[src/rtl/mem_port_arbiter.sv]
// mem_port_arbiter
//   Shares one single-port memory between an instruction-fetch port and a
//   data port. Only one transaction is in flight at a time:
//   IDLE -> ACCESS -> WAIT (MEM_LAT cycles) -> RESP -> IDLE.
//   When both ports request in the same IDLE cycle, the port that was not
//   granted last wins. Every output is driven straight from a flop.
//
// Ports
//   clk, rst_n                  clock, asynchronous active-low reset
//   if_req/if_addr              fetch request and address
//   if_gnt/if_rvalid/if_rdata   fetch grant pulse, response pulse, read data
//   d_req/d_we/d_addr/d_wdata   data request, write flag, address, write data
//   d_gnt/d_rvalid/d_rdata      data grant pulse, completion pulse, read data
//   mem_en/mem_we/mem_addr/mem_wdata  memory command (ACCESS cycle only)
//   mem_rdata                   memory read data, valid MEM_LAT cycles after mem_en
//   busy                        high whenever the arbiter is not IDLE
module mem_port_arbiter #(
  parameter int MEM_LAT = 2,
  parameter int ADDR_W  = 16,
  parameter int DATA_W  = 32
) (
  input  logic              clk,
  input  logic              rst_n,
  input  logic              if_req,
  input  logic [ADDR_W-1:0] if_addr,
  output logic              if_gnt,
  output logic              if_rvalid,
  output logic [DATA_W-1:0] if_rdata,
  input  logic              d_req,
  input  logic              d_we,
  input  logic [ADDR_W-1:0] d_addr,
  input  logic [DATA_W-1:0] d_wdata,
  output logic              d_gnt,
  output logic              d_rvalid,
  output logic [DATA_W-1:0] d_rdata,
  output logic              mem_en,
  output logic              mem_we,
  output logic [ADDR_W-1:0] mem_addr,
  output logic [DATA_W-1:0] mem_wdata,
  input  logic [DATA_W-1:0] mem_rdata,
  output logic              busy
);

  typedef enum logic [1:0] {IDLE, ACCESS, WAIT, RESP} state_t;

  localparam logic [2:0] LAT_CNT = 3'(MEM_LAT);

  state_t            state_reg, state_next;
  logic [2:0]        cnt_reg, cnt_next;
  logic              last_gnt_d_reg, last_gnt_d_next;  // 1: data port was granted last
  logic              sel_d_reg, sel_d_next;            // transaction belongs to data port
  logic              wr_reg, wr_next;                  // transaction is a data write
  logic              if_gnt_reg, if_gnt_next;
  logic              d_gnt_reg, d_gnt_next;
  logic              if_rvalid_reg, if_rvalid_next;
  logic              d_rvalid_reg, d_rvalid_next;
  logic [DATA_W-1:0] if_rdata_reg, if_rdata_next;
  logic [DATA_W-1:0] d_rdata_reg, d_rdata_next;
  logic              mem_en_reg, mem_en_next;
  logic              mem_we_reg, mem_we_next;
  logic [ADDR_W-1:0] mem_addr_reg, mem_addr_next;
  logic [DATA_W-1:0] mem_wdata_reg, mem_wdata_next;
  logic              busy_reg, busy_next;
  logic              grant_d;

  // Data wins when it is the only requester, or on a conflict when fetch
  // was granted last.
  assign grant_d = d_req && (!if_req || !last_gnt_d_reg);

  always_comb begin
    state_next      = state_reg;
    cnt_next        = cnt_reg;
    last_gnt_d_next = last_gnt_d_reg;
    sel_d_next      = sel_d_reg;
    wr_next         = wr_reg;
    if_gnt_next     = 1'b0;
    d_gnt_next      = 1'b0;
    if_rvalid_next  = 1'b0;
    d_rvalid_next   = 1'b0;
    if_rdata_next   = if_rdata_reg;
    d_rdata_next    = d_rdata_reg;
    mem_en_next     = 1'b0;
    mem_we_next     = 1'b0;
    mem_addr_next   = '0;
    mem_wdata_next  = '0;

    case (state_reg)
      IDLE: begin
        // The ACCESS-cycle outputs are loaded here so they appear registered
        // in the very cycle the state becomes ACCESS.
        if (if_req || d_req) begin
          state_next      = ACCESS;
          last_gnt_d_next = grant_d;
          sel_d_next      = grant_d;
          wr_next         = grant_d && d_we;
          if_gnt_next     = !grant_d;
          d_gnt_next      = grant_d;
          mem_en_next     = 1'b1;
          mem_we_next     = grant_d && d_we;
          mem_addr_next   = grant_d ? d_addr : if_addr;
          mem_wdata_next  = grant_d ? d_wdata : '0;
        end
      end
      ACCESS: begin
        state_next = WAIT;
        cnt_next   = 3'd1;
      end
      WAIT: begin
        if (cnt_reg == LAT_CNT) begin
          // Last WAIT cycle: memory data is valid now; latch it together
          // with the response pulse for the RESP cycle.
          state_next     = RESP;
          cnt_next       = 3'd0;
          if_rvalid_next = !sel_d_reg;
          d_rvalid_next  = sel_d_reg;
          if (!sel_d_reg) begin
            if_rdata_next = mem_rdata;
          end else if (!wr_reg) begin
            d_rdata_next = mem_rdata;
          end
        end else begin
          cnt_next = cnt_reg + 3'd1;
        end
      end
      RESP: begin
        state_next = IDLE;
      end
      default: begin
        state_next = IDLE;
      end
    endcase

    busy_next = (state_next != IDLE);
  end

  always_ff @(posedge clk or negedge rst_n) begin
    if (!rst_n) begin
      state_reg      <= IDLE;
      cnt_reg        <= 3'd0;
      last_gnt_d_reg <= 1'b0;
      sel_d_reg      <= 1'b0;
      wr_reg         <= 1'b0;
      if_gnt_reg     <= 1'b0;
      d_gnt_reg      <= 1'b0;
      if_rvalid_reg  <= 1'b0;
      d_rvalid_reg   <= 1'b0;
      if_rdata_reg   <= '0;
      d_rdata_reg    <= '0;
      mem_en_reg     <= 1'b0;
      mem_we_reg     <= 1'b0;
      mem_addr_reg   <= '0;
      mem_wdata_reg  <= '0;
      busy_reg       <= 1'b0;
    end else begin
      state_reg      <= state_next;
      cnt_reg        <= cnt_next;
      last_gnt_d_reg <= last_gnt_d_next;
      sel_d_reg      <= sel_d_next;
      wr_reg         <= wr_next;
      if_gnt_reg     <= if_gnt_next;
      d_gnt_reg      <= d_gnt_next;
      if_rvalid_reg  <= if_rvalid_next;
      d_rvalid_reg   <= d_rvalid_next;
      if_rdata_reg   <= if_rdata_next;
      d_rdata_reg    <= d_rdata_next;
      mem_en_reg     <= mem_en_next;
      mem_we_reg     <= mem_we_next;
      mem_addr_reg   <= mem_addr_next;
      mem_wdata_reg  <= mem_wdata_next;
      busy_reg       <= busy_next;
    end
  end

  assign if_gnt    = if_gnt_reg;
  assign d_gnt     = d_gnt_reg;
  assign if_rvalid = if_rvalid_reg;
  assign d_rvalid  = d_rvalid_reg;
  assign if_rdata  = if_rdata_reg;
  assign d_rdata   = d_rdata_reg;
  assign mem_en    = mem_en_reg;
  assign mem_we    = mem_we_reg;
  assign mem_addr  = mem_addr_reg;
  assign mem_wdata = mem_wdata_reg;
  assign busy      = busy_reg;

endmodule

[config.mk]
export PLATFORM = sky130hd
export DESIGN_NAME = mem_port_arbiter
export DESIGN_NICKNAME = d
export VERILOG_FILES = /design/src/rtl/mem_port_arbiter.sv
export SDC_FILE = /design/constraint.sdc
export NUM_CORES = 1
export LEC_CHECK = 0
export ABC_AREA = 1
export CAP_MARGIN = 30
export CORE_MARGIN = 4
export CORE_UTILIZATION = 42
export DETAILED_ROUTE_END_ITERATION = 8
export PLACE_DENSITY_LB_ADDON = 0.15
export RECOVER_POWER = 100
export SLEW_MARGIN = 20
export SYNTH_ARGS = -nofsm -noshare
export SYNTH_HDL_FRONTEND = slang
export SYNTH_SLANG_ARGS = --single-unit
[constraint.sdc]
create_clock -name clk -period 1.8 [get_ports clk]
set_input_delay 0.18 -clock clk [delete_from_list [all_inputs] [get_ports clk]]
set_output_delay 0.18 -clock clk [all_outputs]
set_load 0.01 [all_outputs]
==> summary.txt, run 1 <==
Outcome
  – Run status: finished, final reports clean

Pwr
  – Worst vdd ir: 0.852 mV
  – LEAKAGE: 3.95 nW
  – Power per cell area: 1570 nW/um2
  – Total Power: 12.3 mW

Yosys
  – Post-synth EDFFs: 0
  – Main combinational cell family by area after synthesis: simple AND/OR/NAND/NOR gates
  – Synth Instances: 510
  – XOR/XNOR Fraction of Synth Area: 0%
  – Flops & latches, synth: 126
  – Synth cell types: 23
  – Register area share after synthesis: 64.1%
  – Multiplexer share of the synthesized area: 0%
  – Simple logic cell fraction of the synthesized area: 25.6%
  – Synth top area share: 64.1%
  – Synth Area in Adders: 0.509%
  – Mapped cell area: 4920 um2
  – Synth Net Count: 613
  – Synth Area in Compound Gates: 2.34%
  – Synth Flop Type: dfrtp_1
  – Synth area leader: dfrtp_1
  – Leading cell types by total area after synthesis: dfrtp_1, nand2_1, nor2_1, nand4_1, nand3_1
  – Fraction of registers with async set/reset: 100%
  – Avg Inst Size Synth: 9.65 um2
  – Synth Warn #: 0

Die
  – Std cell rows: 39
  – Die area: 13500 um2
  – Die H: 116 um
  – Initial Util: 42.9%
  – Chip width: 116 um
  – Core footprint: 11500 um2
  – Ports: 220

Hold path
  – Class of the worst hold path: in -> reg
  – Hold wc startpoint: d_wdata[23]
  – Worst hold stages: 3
  – Hold path endpoint: mem_wdata[23]

Layout
  – Synth-to-layout area growth: 58.5%
  – Post-layout instance area: 7800 um2
  – Most common cell after layout, fill and taps aside: nand2_1
  – Core Util, Final: 68.0%
  – Fillers: 894
  – Antenna cells: 0
  – Final net count: 839
  – Commonest non-fill, non-tap cells in the layout: nand2_1, dfrtp_1, dlygate4sd3_1
  – Multi-input gate area: 1400 um2
  – Share of cells above drive strength 1: 7.48%
  – Register area: 3150 um2

Clock tree
  – Clock Root Buffer: clkbuf_16
  – Post_cts resized: 0
  – Worst-path clk slew: 50 ps
  – Clk sinks: 126
  – CTS Buffer Depth: 2
  – H-Tree Depth: 4
  – CTS tree: yes
  – Postcts setup bufs: 0
  – CTS Hold Bufs: 1
  – CTS buffer count: 17
  – Clk_lat worst skew: 410 ps

Routing
  – Post-Route WL: 13600 um
  – DRT iter0 DRCs: 290
  – Post-route ant nets: 0
  – Via/cell ratio: 4.83
  – TritonRoute pass-1 iters: 4
  – DRC: 0
  – Wirelength per Cell: 15.3 um
  – DR vias: 4306

Worst setup path
  – Crit path max-delay family: buffers and inverters
  – Setup slack, reg-to-reg: 220 ps
  – Worst EP required: 1620 ps
  – CP max stage delay: 620 ps
  – Arr. time, crit path: 1440 ps
  – Worst R2R Path Depth: 6
  – CP cell instances: dlygate4sd3_1
  – CP max FO: 2
  – Reg2reg start: cnt_reg[2]
  – Worst r2r dst: d_rdata[29]
  – CP endpoint kind: output port
  – Setup CP Type: reg -> out
  – CP Launch Type: flop
  – CP Buf/Inv Count: 1
  – Critical path's slowest cell: dlygate4sd3_1

Timing
  – Fin crit share: 90.0%
  – Unrepaired setup endpoints after global routing: no
  – Fin. Hold Viols: 0
  – Setup TNS: 0 ps
  – Slew Viols, Final: 0
  – Max frequency: 0.617 GHz
  – Clk_skew: 6.30 ps
  – Rel. slew slack: 52.2%
  – Tightest Pin Transition: 717 ps
  – Fin crit period: 1620 ps
  – Setup violations, final: 0

GRT
  – Vias in the first global route: 4369
  – First-pass GRT wire length: 22000 um
  – Largest net degree at the start of global routing: 46
  – Grt total ovfl: 0
  – Tot GR Track Use: 21.2%
  – Initial antenna violation count: 0

Placement
  – PortBufs: 219
  – Placed cell area: 7270 um2
  – Dpl hpwl: 9940 um
  – GPL Wtd Cong: 0.827

Run
  – MaxCap Viol Count: 0
-- synth_stat cells (2+ instances only) --
library cell and n:
nand2_1 137, nor2_1 69, a21oi_1 3, nand3_1 35
buf_2 13, inv_1 40, buf_4 6, ha_1 2
nand4_1 32, inv_2 6, buf_6 6, o21ai_0 20
dfrtp_1 126, nand2_2 3, nor2_4 2, clkbuf_1 3
-- metal layers --
metal,routed length [um],share of wire [%],global-route usage (%)
met5,0,0,0
met4,267,2.0,8.20
met3,1610,12,9.84
met2,6530,48,33.3
met1,5230,38,25.6
-- logic make-up (layout without fill, tap and decap cells) --
group	Yosys count	after routing
AOI/OAI and AO/OA	23	23
adders and majority gates	2	2
DFF	126	126
buffers and inverters	75	314
and+or+nand+nor	284	284
-- worst register-to-register path, stage by stage, from the launching register on --
cell	delay, ps
dfrtp_1	400
inv_2	100
nand2_2	90
nor2_8	240
nand3_4	380
nand2_1	200
nand2_1	70
-- power by group --
group | leakage (nW) | switching, mW | internal (mW)
sequential | 1.56 | 0.515 | 3.87
combinational | 2.10 | 2.48 | 2.10
clock | 0.285 | 1.16 | 2.13
total | 3.95 | 4.15 | 8.11
-- metrics by stage --
stage / setup WS [ps] / hold WS [ps] / instances
after CTS: 188 / 149 / 892
final: 180 / 281 / 892
after floorplan: 498 / -116 / 510
after global routing: 53.1 / 285 / 892
after global placement: 274 / 42.1 / 859
after detailed placement: 219 / 44.0 / 859
-- worst max-delay path by stage --
stage,depth (start not counted),endpoint,start,slack (ps)
after global placement,6,d_rdata[15],cnt_reg[2],270
after floorplan,7,if_rdata[0],state_reg[0],500
after CTS,6,d_rdata[29],cnt_reg[2],190
after global routing,6,wr_reg,sel_d_reg,50
after detailed placement,6,d_rdata[9],cnt_reg[2],220
final,1,if_rdata[2],if_rdata[2],180
-- area by class of cell --
type                       instances  share of cell area (%)
sequential                       126                    40.4
timing repair buffer             236                    29.8
multi-input combinational        309                    17.9
clock buffer                      25                    6.22
tap                              143                    2.29
inverter                          46                    2.21
clock inverter                     7                    1.09
(Power assumes the default switching activity.)
==> run 2, diff against run 1 <==
--- a/config.mk
+++ b/config.mk
@@ -11,7 +11,6 @@
 export CORE_UTILIZATION = 42
 export DETAILED_ROUTE_END_ITERATION = 8
 export PLACE_DENSITY_LB_ADDON = 0.15
-export RECOVER_POWER = 100
 export SLEW_MARGIN = 20
 export SYNTH_ARGS = -nofsm -noshare
 export SYNTH_HDL_FRONTEND = slang
==> run 2 against run 1 <==
Critical path type is now reg -> reg. Via count increased by 0.65%. Global-route usage unchanged. Clock power about the same. Sequential power increased by 1%. Final area increased by 0.59%. Hold slack got worse by 110 ps.
==> summary.txt, run 2 (same netlist as run 1, synthesis figures left out) <==
Outcome
  – Run status: finished, final reports clean

Pwr
  – Worst vdd ir: 0.886 mV (+3.9%)
  – Power per cell area: 1620 nW/um2 (+3.1%)
  – LEAKAGE: 3.81 nW (-3.4%)
  – Total Power: 12.7 mW (+3.7%)

Timing
  – Max frequency: 0.635 GHz (+2.8%)
  – Unrepaired setup endpoints after global routing: no
  – Slew Viols, Final: 0 (unchanged)
  – Tightest Pin Transition: 397 ps (-319 ps)
  – Setup violations, final: 0 (unchanged)
  – Final WS setup: 225 ps (+44.2 ps)
  – Clk_skew: 7.53 ps (+1.24 ps)
  – Fin crit period: 1580 ps (-44.2 ps)
  – Fin. Hold Viols: 0 (unchanged)
  – Fin crit share: 87.5% (-2.5 points)
  – Rel. slew slack: 73.5% (+21 points)
  – Setup TNS: 0 ps (unchanged)

Clock tree
  – CTS Buffer Depth: 2 (unchanged)
  – CTS buffer count: 17 (unchanged)
  – H-Tree Depth: 4 (unchanged)
  – CTS Hold Bufs: 1 (unchanged)
  – Clk_lat worst skew: 410 ps (about the same)
  – Postcts setup bufs: 0 (unchanged)
  – Clk sinks: 126 (unchanged)
  – Post_cts resized: 0 (unchanged)
  – CTS tree: yes
  – Worst-path clk slew: 50 ps (about the same)
  – Clock Root Buffer: clkbuf_16

Routing
  – Post-Route WL: 13800 um (+0.92%)
  – Post-route ant nets: 0 (unchanged)
  – TritonRoute pass-1 iters: 5 (+1)
  – DR vias: 4334 (+0.65%)
  – DRT iter0 DRCs: 334 (+15%)
  – Via/cell ratio: 4.86 (+0.65%)
  – Wirelength per Cell: 15.4 um (+0.92%)
  – DRC: 0 (unchanged)

Worst setup path
  – Arr. time, crit path: 1910 ps (+470 ps)
  – Worst EP required: 2130 ps (+510 ps)
  – CP max stage delay: 350 ps (-270 ps)
  – Critical path's slowest cell: dfrtp_1
  – CP max FO: 17 (+15)
  – CP cell instances: inv_1, ha_1, inv_1, nor2_1, buf_4, o21ai_0, nor2_1
  – Setup CP Type: reg -> reg
  – CP Launch Type: flop
  – CP endpoint kind: flop

Die
  – Chip width: 116 um (unchanged)
  – Die area: 13500 um2 (unchanged)
  – Initial Util: 42.9% (unchanged)
  – Ports: 220 (unchanged)
  – Core footprint: 11500 um2 (unchanged)
  – Std cell rows: 39 (unchanged)
  – Die H: 116 um (unchanged)

Layout
  – Fillers: 886 (-0.89%)
  – Share of cells above drive strength 1: 8.01% (+0.53 points)
  – Register area: 3150 um2 (unchanged)
  – Most common cell after layout, fill and taps aside: clkdlybuf4s50_1
  – Antenna cells: 0 (unchanged)
  – Multi-input gate area: 1400 um2 (+0.18%)
  – Synth-to-layout area growth: 59.4%
  – Final net count: 839 (unchanged)
  – Commonest non-fill, non-tap cells in the layout: clkdlybuf4s50_1, nand2_1, dfrtp_1

Hold path
  – Class of the worst hold path: in -> async

Run
  – MaxCap Viol Count: 0 (unchanged)

GRT
  – Grt total ovfl: 0 (unchanged)
  – First-pass GRT wire length: 22000 um (unchanged)
  – Initial antenna violation count: 0 (unchanged)
  – Largest net degree at the start of global routing: 46 (unchanged)
  – Tot GR Track Use: 21.2% (unchanged)
  – Vias in the first global route: 4369 (unchanged)

Placement
  – DP Worst Slack: 219 ps (unchanged)
  – PortBufs: 219 (unchanged)
  – GPL Wtd Cong: 0.827 (unchanged)
  – Dpl hpwl: 9940 um (unchanged)
==> run 2: cell count changes in the layout (fill, tap and decap cells not counted) <==
cell / previous run / this run
nand2_1: 138 / 137
clkbuf_2: 1 / 0
buf_4: 12 / 13
dlygate4sd3_1: 120 / 1
clkbuf_4: 2 / 0
inv_1: 42 / 40
inv_2: 4 / 6
clkbuf_1: 6 / 5
clkdlybuf4s50_1: 99 / 218
buf_12: 1 / 4
nand2_2: 2 / 3
==> run 2: worst paths after layout <==
check                             start             to  slack (ps)  cells past startpoint
setup / recovery           state_reg[0]    mem_addr[3]         220                      7
hold / removal                    rst_n   mem_addr[15]         170                      2
setup reg to reg           state_reg[0]    mem_addr[3]         220                      7
hold reg to reg             d_rdata[21]    d_rdata[21]         470                      2
max in group asynchronous         rst_n    mem_addr[4]        1010                      3
min in group clk            d_wdata[23]  mem_wdata[23]         280                      3
==> run 2: where the power goes <==
group	internal (mW)	switching (mW)
sequential	3.88	0.563
clock	2.13	1.16
combinational	2.49	2.49
total	8.50	4.22
==> run 2: critical path, delay by kind of cell, from the launching register on <==
family	cells	cell delay (ps)
AO/OA/AOI/OAI	1	120
AND/OR/NAND/NOR	2	390
adder cells (fa/ha/maj)	1	190
buffers and inverters	3	440
flip-flops	1	350
==> run 2: stage by stage <==
stage          hold slack (ps)  cells  instance area [um2]  util [%]
6_report                   168    892                 7850      68.4
5_1_grt                    170    892                 7850      68.4
4_1_cts                    149    892                 7850      68.4
3_5_place_dp              44.0    859                 7270      63.4
3_3_place_gp              42.1    859                 7270      63.4
2_1_floorplan             -116    510                 4920         -
==> run 2: final cells by class <==
| type | instances | share of cell area (%) |
|---|---|---|
| clock inverter | 7 | 1.08 |
| multi-input combinational | 309 | 17.9 |
| timing repair buffer | 236 | 30.2 |
| tap | 143 | 2.28 |
| sequential | 126 | 40.2 |
| clock buffer | 25 | 6.19 |
| inverter | 46 | 2.20 |
==> run 2: layer usage <==
layer | wire (um) | GRT usage, %
met4 | 285 | 8.20
met1 | 5390 | 25.6
met5 | 0 | 0
met2 | 6530 | 33.3
met3 | 1550 | 9.84
==> run 3, diff against run 2 <==
==> constraint.sdc (replaced) <==
create_clock -name clk -period 1.6 [get_ports clk]
set_input_delay 0.16 -clock clk [delete_from_list [all_inputs] [get_ports clk]]
set_output_delay 0.16 -clock clk [all_outputs]
set_load 0.01 [all_outputs]
==> run 3 against run 2 <==
Hold slack improved by 92 ps. Cell count rose by 0.11%. Wire length rose by 0.98%. Final area rose by 0.89%. Critical endpoint is now d_rdata[9]. Power rose by 16%. Critical path depth fell by 6. Count of clock-buffer cells in the layout fell by 6. Combinational power rose by 14%. Die area did not move. Non-clock buffer count did not move. Via count fell by 0.46%. Clock power rose by 24%.
==> summary.txt, run 3 (same netlist as run 1, synthesis figures left out) <==
Routing
  – Post-route ant nets: 0 (unchanged)
  – Metal-1 WL: 5260 um (-2.4%)
  – WL met3: 1630 um (+5.0%)
  – Top sig layer: met4
  – DRT iter0 DRCs: 332 (-0.60%)
  – Wirelength per Cell: 15.6 um (+0.87%)
  – TritonRoute pass-1 iters: 4 (-1)
  – Via/cell ratio: 4.83 (-0.57%)
  – DR vias: 4314 (-0.46%)
  – Met2 wire length: 6720 um (+2.9%)
  – Post-Route WL: 13900 um (+0.98%)
  – DRC: 0 (unchanged)

Worst setup path
  – CP cell instances: clkdlybuf4s50_1
  – CP max FO: 2 (-15)
  – CP Buf/Inv Count: 1 (-2)
  – Critical path's slowest cell: clkdlybuf4s50_1
  – Crit path max-delay family: buffers and inverters
  – Setup CP Type: reg -> out
  – Levels on crit path: 1 (-6)
  – CP max stage delay: 550 ps (+200 ps)
  – CP Launch Type: flop
  – Arr. time, crit path: 1340 ps (-570 ps)
  – Worst EP required: 1440 ps (-690 ps)
  – CP endpoint kind: output port
  – Worst R2R Path Depth: 7 (unchanged)

Timing
  – Clk_skew: 10.7 ps (+3.20 ps)
  – Slew Viols, Final: 0 (unchanged)
  – Setup TNS: 0 ps (unchanged)
  – Max frequency: 0.668 GHz
  – Tightest Pin Transition: 743 ps (+346 ps)
  – Fin crit period: 1500 ps
  – Rel. slew slack: 50.4% (-23 points)
  – Setup violations, final: 0 (unchanged)
  – Fin crit share: 93.5%
  – Unrepaired setup endpoints after global routing: no
  – Fin. Hold Viols: 0 (unchanged)
  – Min Hold Slack: 261 ps (+92.2 ps)

Hold path
  – Worst hold stages: 3
  – Class of the worst hold path: in -> reg

Clock tree
  – Clk_lat worst skew: 410 ps (about the same)
  – CTS buffer count: 17 (unchanged)
  – CTS tree: yes
  – CTS Buffer Depth: 2 (unchanged)
  – Clock Root Buffer: clkbuf_16
  – Clk sinks: 126 (unchanged)
  – Worst-path clk slew: 60 ps (about the same)
  – H-Tree Depth: 4 (unchanged)

Layout
  – Most common cell after layout, fill and taps aside: clkdlybuf4s50_1
  – Commonest non-fill, non-tap cells in the layout: clkdlybuf4s50_1, nand2_1, dfrtp_1
  – Antenna cells: 0 (unchanged)
  – Final net count: 840 (+0.12%)
  – Core Util, Final: 69.0% (+0.61 points)
  – Synth-to-layout area growth: 60.9%
  – Share of cells above drive strength 1: 8.67% (+0.66 points)

Die
  – Die area: 13500 um2 (unchanged)
  – Std cell rows: 39 (unchanged)
  – Die H: 116 um (unchanged)
  – Core footprint: 11500 um2 (unchanged)
  – Ports: 220 (unchanged)
  – Initial Util: 42.9% (unchanged)
  – Chip width: 116 um (unchanged)

Outcome
  – Run status: finished, final reports clean

GRT
  – Initial antenna violation count: 0 (unchanged)
  – Grt total ovfl: 0 (unchanged)
  – Largest net degree at the start of global routing: 127 (+180%)
  – First-pass GRT wire length: 22000 um (+0.19%)
  – Tot GR Track Use: 21.2% (-0.047 points)
  – Vias in the first global route: 4517 (+3.4%)

Placement
  – Dpl hpwl: 9880 um (-0.67%)
  – GPL Wtd Cong: 0.784 (-5.2%)
  – PortBufs: 219 (unchanged)

Pwr
  – LEAKAGE: 3.83 nW (+0.55%)
  – Power per cell area: 1860 nW/um2 (+15%)
  – Worst vdd ir: 0.882 mV (-0.41%)

Run
  – MaxCap Viol Count: 0 (unchanged)
[run 3: cell types whose count changed in the layout (fill, tap and decap cells not counted), moves of 2 or more]
cell / previous run / this run
clkbuf_1: 5 / 1
clkinv_4: 0 / 4
clkinv_2: 5 / 2
bufinv_16: 2 / 4
clkbuf_8: 3 / 1
clkinvlp_4: 0 / 2
[run 3: worst register-to-register path, cell delays in order (launching register included)]
cell and delay, ps:
dfrtp_1 350, inv_1 90, ha_1 230, inv_1 90, nor2_1 170, buf_6 180
o21ai_0 90, nor2_1 160
[run 3: where the power goes]
| group | total [mW] | switching (mW) | internal, mW |
|---|---|---|---|
| combinational | 5.69 | 2.85 | 2.84 |
| sequential | 4.98 | 0.623 | 4.36 |
| clock | 4.07 | 1.41 | 2.65 |
[run 3: area by class of cell]
cell class / count / area [um2]
clock buffer: 19 / 443
sequential: 126 / 3150
tap: 143 / 179
fill: 874 / 3550
timing repair buffer: 236 / 2360
inverter: 46 / 173
multi-input combinational: 310 / 1420
clock inverter: 13 / 189
[run 3: worst paths after layout]
| path | slack [ps] | from | end |
|---|---|---|---|
| min reg2reg | 470 | d_rdata[21] | d_rdata[21] |
| min | 260 | d_wdata[15] | mem_wdata[15] |
| max in group asynchronous | 650 | rst_n | if_rdata[27] |
| max reg2reg | 130 | state_reg[0] | mem_addr[5] |
| min in group asynchronous | 320 | rst_n | if_rdata[7] |
| max | 100 | d_rdata[9] | d_rdata[9] |
[run 3: layer usage]
layer  global-route usage [%]  up-vias
met5                        0        -
met3                     9.90       22
li1                         -     2065
met4                     8.51        0
met2                     33.1      222
met1                     25.4     2005
[run 3: what timing repair did]
item	4_1_cts	5_1_grt
setup endpoints to repair	0	33
hold buffers	1	0
hold endpoints to repair	126	0
gates resized for setup	0	2
buffers inserted	0	0
[run 3: per-stage QoR]
| stage | power, mW | cells | area [um2] | worst slack [ps] |
|---|---|---|---|---|
| 2_1_floorplan | 7.44 | 510 | 4920 | 298 |
| 3_3_place_gp | 10.6 | 859 | 7250 | 165 |
| 3_5_place_dp | 10.7 | 859 | 7250 | 48.6 |
| 4_1_cts | 14.8 | 892 | 7900 | 40.2 |
| 5_1_grt | 15.7 | 893 | 7920 | 11.7 |
| 6_report | 14.7 | 893 | 7920 | 103 |
